### config.mk
export PLATFORM = sky130hd
export DESIGN_NAME = pwm_update_seq
export DESIGN_NICKNAME = d
export VERILOG_FILES = /design/src/rtl/pwm_update_seq.sv
export SDC_FILE = /design/constraint.sdc
export NUM_CORES = 1
export LEC_CHECK = 0
export ABC_AREA = 1
export ABC_CLOCK_PERIOD_IN_PS = 1600
export CAP_MARGIN = 0
export CELL_PAD_IN_SITES_DETAIL_PLACEMENT = 1
export CELL_PAD_IN_SITES_GLOBAL_PLACEMENT = 1
export CORE_ASPECT_RATIO = 0.75
export CORE_MARGIN = 3
export CORE_UTILIZATION = 34
export DETAILED_ROUTE_END_ITERATION = 10
export GPL_TIMING_DRIVEN = 0
export PLACE_DENSITY = 0.8
export SLEW_MARGIN = 20
export SYNTH_ARGS = -nofsm -noshare
export SYNTH_HDL_FRONTEND = slang
export SYNTH_SLANG_ARGS = --single-unit
### constraint.sdc
create_clock -name clk -period 1.6 [get_ports clk]
set_clock_uncertainty 0.1 [all_clocks]
set_input_delay 0.16 -clock clk [delete_from_list [all_inputs] [get_ports clk]]
set_output_delay 0.16 -clock clk [all_outputs]
set_load 0.02 [all_outputs]
### src/rtl/pwm_update_seq.sv
// Atomic PWM reprogramming sequencer: disables the counter, writes PERIOD/COMPARE1/COMPARE2
// byte-wise, optionally resets the counter, restores enable, and owns the register-file port.
module pwm_update_seq (
  input  logic        clk,
  input  logic        rst_n,
  input  logic        start,
  input  logic        restart,
  input  logic [15:0] new_period,
  input  logic [15:0] new_cmp1,
  input  logic [15:0] new_cmp2,
  output logic        busy,
  output logic        done,
  output logic        overrun,
  input  logic        dcd_read,
  input  logic        dcd_write,
  input  logic [5:0]  dcd_addr,
  input  logic [7:0]  dcd_data_write,
  output logic        dcd_wait,
  output logic        reg_read,
  output logic        reg_write,
  output logic [5:0]  reg_addr,
  output logic [7:0]  reg_data_write,
  input  logic [7:0]  reg_data_read
);

  typedef enum logic [3:0] {
    IDLE, RD_EN, W_DIS, W_PL, W_PM, W_C1L, W_C1M, W_C2L, W_C2M, W_RST, W_EN, DONE
  } state_t;

  state_t      state_q;
  logic        restart_q;
  logic [15:0] period_q;
  logic [15:0] cmp1_q;
  logic [15:0] cmp2_q;
  logic        en_saved_q;
  logic        pend_q;
  logic        pend_wr_q;
  logic [5:0]  pend_addr_q;
  logic [7:0]  pend_data_q;

  logic dcd_acc;
  logic in_upd;

  assign dcd_acc  = dcd_read | dcd_write;
  assign in_upd   = (state_q != IDLE) && (state_q != DONE);
  assign busy     = in_upd;
  assign done     = (state_q == DONE);
  assign dcd_wait = pend_q;
  // A held access blocks any further decoder access until the DONE cycle has retired it.
  assign overrun  = dcd_acc && pend_q && (in_upd || (state_q == DONE));

  always_ff @(posedge clk or negedge rst_n) begin
    if (!rst_n) begin
      state_q     <= IDLE;
      restart_q   <= 1'b0;
      period_q    <= '0;
      cmp1_q      <= '0;
      cmp2_q      <= '0;
      en_saved_q  <= 1'b0;
      pend_q      <= 1'b0;
      pend_wr_q   <= 1'b0;
      pend_addr_q <= '0;
      pend_data_q <= '0;
    end else begin
      case (state_q)
        IDLE: begin
          if (start) begin
            restart_q <= restart;
            period_q  <= new_period;
            cmp1_q    <= new_cmp1;
            cmp2_q    <= new_cmp2;
            state_q   <= RD_EN;
          end
        end
        RD_EN: state_q <= W_DIS;
        W_DIS: begin
          en_saved_q <= reg_data_read[0];
          state_q    <= W_PL;
        end
        W_PL:  state_q <= W_PM;
        W_PM:  state_q <= W_C1L;
        W_C1L: state_q <= W_C1M;
        W_C1M: state_q <= W_C2L;
        W_C2L: state_q <= W_C2M;
        W_C2M: state_q <= restart_q ? W_RST : W_EN;
        W_RST: state_q <= W_EN;
        W_EN:  state_q <= DONE;
        DONE:  state_q <= IDLE;
        default: state_q <= IDLE;
      endcase

      if (in_upd && dcd_acc && !pend_q) begin
        pend_q      <= 1'b1;
        pend_wr_q   <= dcd_write;
        pend_addr_q <= dcd_addr;
        pend_data_q <= dcd_data_write;
      end else if (state_q == DONE) begin
        pend_q <= 1'b0;
      end
    end
  end

  // Single register-file port: decoder pass-through unless the sequencer or a held access owns it.
  always_comb begin
    reg_read       = dcd_read;
    reg_write      = dcd_write;
    reg_addr       = dcd_addr;
    reg_data_write = dcd_data_write;
    if (in_upd) begin
      reg_read       = 1'b0;
      reg_write      = 1'b1;
      reg_addr       = 6'h00;
      reg_data_write = 8'h00;
      case (state_q)
        RD_EN: begin
          reg_read  = 1'b1;
          reg_write = 1'b0;
          reg_addr  = 6'h02;
        end
        W_DIS: reg_addr = 6'h02;
        W_PL: begin
          reg_addr       = 6'h00;
          reg_data_write = period_q[7:0];
        end
        W_PM: begin
          reg_addr       = 6'h01;
          reg_data_write = period_q[15:8];
        end
        W_C1L: begin
          reg_addr       = 6'h03;
          reg_data_write = cmp1_q[7:0];
        end
        W_C1M: begin
          reg_addr       = 6'h04;
          reg_data_write = cmp1_q[15:8];
        end
        W_C2L: begin
          reg_addr       = 6'h05;
          reg_data_write = cmp2_q[7:0];
        end
        W_C2M: begin
          reg_addr       = 6'h06;
          reg_data_write = cmp2_q[15:8];
        end
        W_RST: reg_addr = 6'h07;
        W_EN: begin
          reg_addr       = 6'h02;
          reg_data_write = {7'b0, en_saved_q};
        end
        default: begin
          reg_write = 1'b0;
        end
      endcase
    end else if ((state_q == DONE) && pend_q) begin
      reg_read       = ~pend_wr_q;
      reg_write      = pend_wr_q;
      reg_addr       = pend_addr_q;
      reg_data_write = pend_data_q;
    end
  end

endmodule

==> qor.yml <==
layout:
  areaGrowthSynthToFinish_pct: 92.2
  diodes: 0
  utilization: 0.690
  drive_gt1_frac: 0.502
  finalInstanceArea_sq_um: 6870
  fin_nets: 718
  fin_cells: 779
  fillCellCount: 1075
power_and_ir_drop:
  pwr-share-seq: 0.239
  swShare: 0.474
  p_per_area_nw_per_um2: 2240
  p_leak_nw: 3.18
  internal_power_mw: 8.11
  clkPwrFrac: 0.141
  ir_worst_vdd_v: 0.000994
  p_comb_frac: 0.620
  power_switching_mw: 7.31
timing:
  fmax_mhz: 456
  drv_slew: 0
  setup_viol: 84
  setup_tns_ps: -32340
  holdWs_ps: 140
  rsz0062_at_grt: "true"
  fin_crit_ps: 2190
  max_slew_margin: 0.342
  period_share: 1.37
  setup_ws_ps: -593
  hold_viol_final: 0
  tightestPinTransition_ps: 987
yosys:
  synth_seq_cells: 70
  syn_area_sq_um: 3580
  synth_ff_type: "dfrtp_1"
  synth_common_cells: "nand2_1 (172), nand3_1 (116), dfrtp_1 (70)"
  post_synth_xor_area_fraction: 0
  seq_area_frac_synth: 0.490
  synthAdderAreaFrac: 0
  synth_compound_area_frac: 0.0462
  synth.most_common_cell: "nand2_1"
  yosysWarnings: 0
  postSynthCellCount: 487
  synth.area.top_cells: "dfrtp_1 (49%), nand2_1 (18%), nand3_1 (16%)"
  synthSimpleGateAreaFrac: 0.387
  synth_top_family_by_area: "simple AND/OR/NAND/NOR gates"
  synth_top_area_share: 0.490
  yosysTopAreaCell: "dfrtp_1"
  syn_area_per_cell_sq_um: 7.35
  synth_cell_types: 24
  synth_nets: 563
  synth_edf_count: 0
  synth_mux_area_frac: 0
  synth-async-reset-ratio: 1.00
floorplanning:
  pin_count: 96
  die_area_sq_um: 11800
  die_w_um: 124
  die_h_um: 94.8
  coreArea_sq_um: 9970
  row_count: 31
  floorplan.initialDensity: 0.359
critical_path:
  path_delay_family: "simple AND/OR/NAND/NOR gates"
  crit_start: "state_q[2]$_DFFE_PN0P_"
  worstSetupPathType: "reg2out"
  cp.depth: 7
  endpoint: "reg_data_write[6]"
  cp_slowest_cell: "dfrtp_2"
  startpoint_type: "flip-flop"
  cp-end-kind: "primary output"
  crit_path_max_fanout: 6
  rr_endpoint: "pend_data_q[4]$_DFFE_PN0P_"
  rrSetupSlack_ps: -490
  r2r_start: "state_q[2]$_DFFE_PN0P_"
  rr_worst_depth: 11
  slowest_delay_ps: 490
  crit_buf_inv: 2
  worstPathCellList: "nor2_4 > nand2_2 > nand2_8 > clkbuf_16 > nand3_1 > nand2_1 > buf_6"
  required_ps: 1340
  arrival_ps: 1930
place:
  post-dp-hpwl_mm: 9.36
  postPlaceCellArea_sq_um: 4640
  gp_congestion: 0.874
  placedCellCount: 707
  port-buffer-count: 87
clocking:
  h-tree-depth: 3
  path_clk_slew_ps: 70
  tritoncts: "built"
  numCtsBuffers: 9
  cts_sinks: 70
  insertion_delay_ps: 360
  cts-root-buf: "clkbuf_16"
  cts_max_path_buffers: 2
global_routing:
  met2_usage: 0.523
  use_met1: 0.398
  overflow: 0
  grt_pass1_vias: 4744
  grt_pass1_wl_mm: 28.2
  antenna_found_initial: 0
  grtUsageMet3: 0.0803
  grt_max_degree: 55
  grtUsageTotal: 0.314
  grt.busiest_layer: "met2"
routing:
  viasPerCell: 6.08
  drc: 0
  drtAntennaViolNets: 0
  drt-initial-drc-count: 437
  vias: 4733
  wl_mm: 22.9
  wl_per_cell_um: 29.4
  dr.pass1.iters: 5
flow_run:
  maxCapViolCount: 0
hold_path:
  hold_class: "in2async"
outcome:
  status: "complete, but fails checks"
  violations: "setup timing"
==> worst reg2reg max path, cell delays in order (launching register included) <==
cell and delay, ps:
dfrtp_2 490, buf_6 150, nor2_4 150, nand2_4 110, buf_4 160, buf_6 120
buf_6 110, nand4_1 140, buf_6 170, buf_8 160, nand2_1 70, o21ai_1 90
==> metrics by stage <==
stage	setup WS, ps	total power, mW
after floorplan	33.0	5.85
after global placement	-2210	7.64
after detailed placement	-837	7.88
after CTS	-430	12.6
after global routing	-635	15.8
final	-593	15.4
==> kinds of logic (layout without fill, tap and decap cells) <==
family                 Yosys count  in the layout
AO/OA/AOI/OAI                   32             32
flip-flops                      70             70
AND/OR/NAND/NOR                322            323
buffers and inverters           63            222
==> state kept, by name, indices dropped and copies added, names as in the netlist <==
| register | cells |
|---|---|
| cmp1_q | 16 |
| cmp2_q | 16 |
| dcd_wait | 1 |
| en_saved_q | 1 |
| pend_addr_q | 6 |
| pend_data_q | 8 |
| pend_wr_q | 1 |
| period_q | 16 |
| restart_q | 1 |
| state_q | 4 |
==> routing by layer <==
layer	part of all wire	wire, um	up-vias
met3	0.079	1820	111
met2	0.47	10800	340
met5	0	0	-
met1	0.40	9050	2396
li1	-	-	1886
met4	0.054	1230	0
==> cells in the final DEF, fill, tap and decap left out, drive strengths merged, types with 2 or more instances in the layout <==
cell type,netlist,routed
nand2,174,175
nand3,116,116
buf,22,93
dfrtp,70,70
clkdlybuf4s50,0,66
inv,33,32
nor2,26,26
o21ai,22,22
clkbuf,7,21
a21oi,8,8
clkinv,1,6
nand3b,2,2
==> worst min-delay path by stage <==
stage | startpoint | end | cells past startpoint
finish | rst_n | pend_addr_q[2]$_DFFE_PN0P_ | 2
global route | rst_n | pend_addr_q[2]$_DFFE_PN0P_ | 2
CTS | rst_n | period_q[0]$_DFFE_PN0P_ | 2
detailed placement | rst_n | cmp2_q[10]$_DFFE_PN0P_ | 1
global placement | cmp1_q[11]$_DFFE_PN0P_ | cmp1_q[11]$_DFFE_PN0P_ | 2
floorplan | rst_n | cmp1_q[0]$_DFFE_PN0P_ | 0
==> cell type report <==
cell class | instances | area, sq um | share of cell area
well taps | 132 | 165 | 0.0240
clock inverters | 4 | 45.0 | 0.00655
repair inverters | 1 | 16.3 | 0.00237
repair buffers | 144 | 1650 | 0.240
inverters | 34 | 163 | 0.0237
multi-input cells | 355 | 2490 | 0.362
clock buffers | 12 | 256 | 0.0373
flip-flops and latches | 70 | 1760 | 0.256
plain buffers | 27 | 333 | 0.0484
==> timing repair <==
action                     CTS  global route
cloned                      15             2
setup endpoints to repair   81            85
hold buffers                 1             0
setup buffers               30            14
hold endpoints to repair    70             0
pin swaps                   40            49
resized for setup          312           162
==> power by group through the flow <==
stage | Clock, mW | Combinational [mW] | Sequential (mW)
floorplan | 0 | 2.85 | 3.00
global placement | 0 | 4.51 | 3.13
detailed placement | 0 | 4.69 | 3.19
CTS | 2.06 | 7.25 | 3.32
global route | 2.25 | 9.89 | 3.70
finish | 2.17 | 9.56 | 3.68
Power figures use the tool's default switching activity.
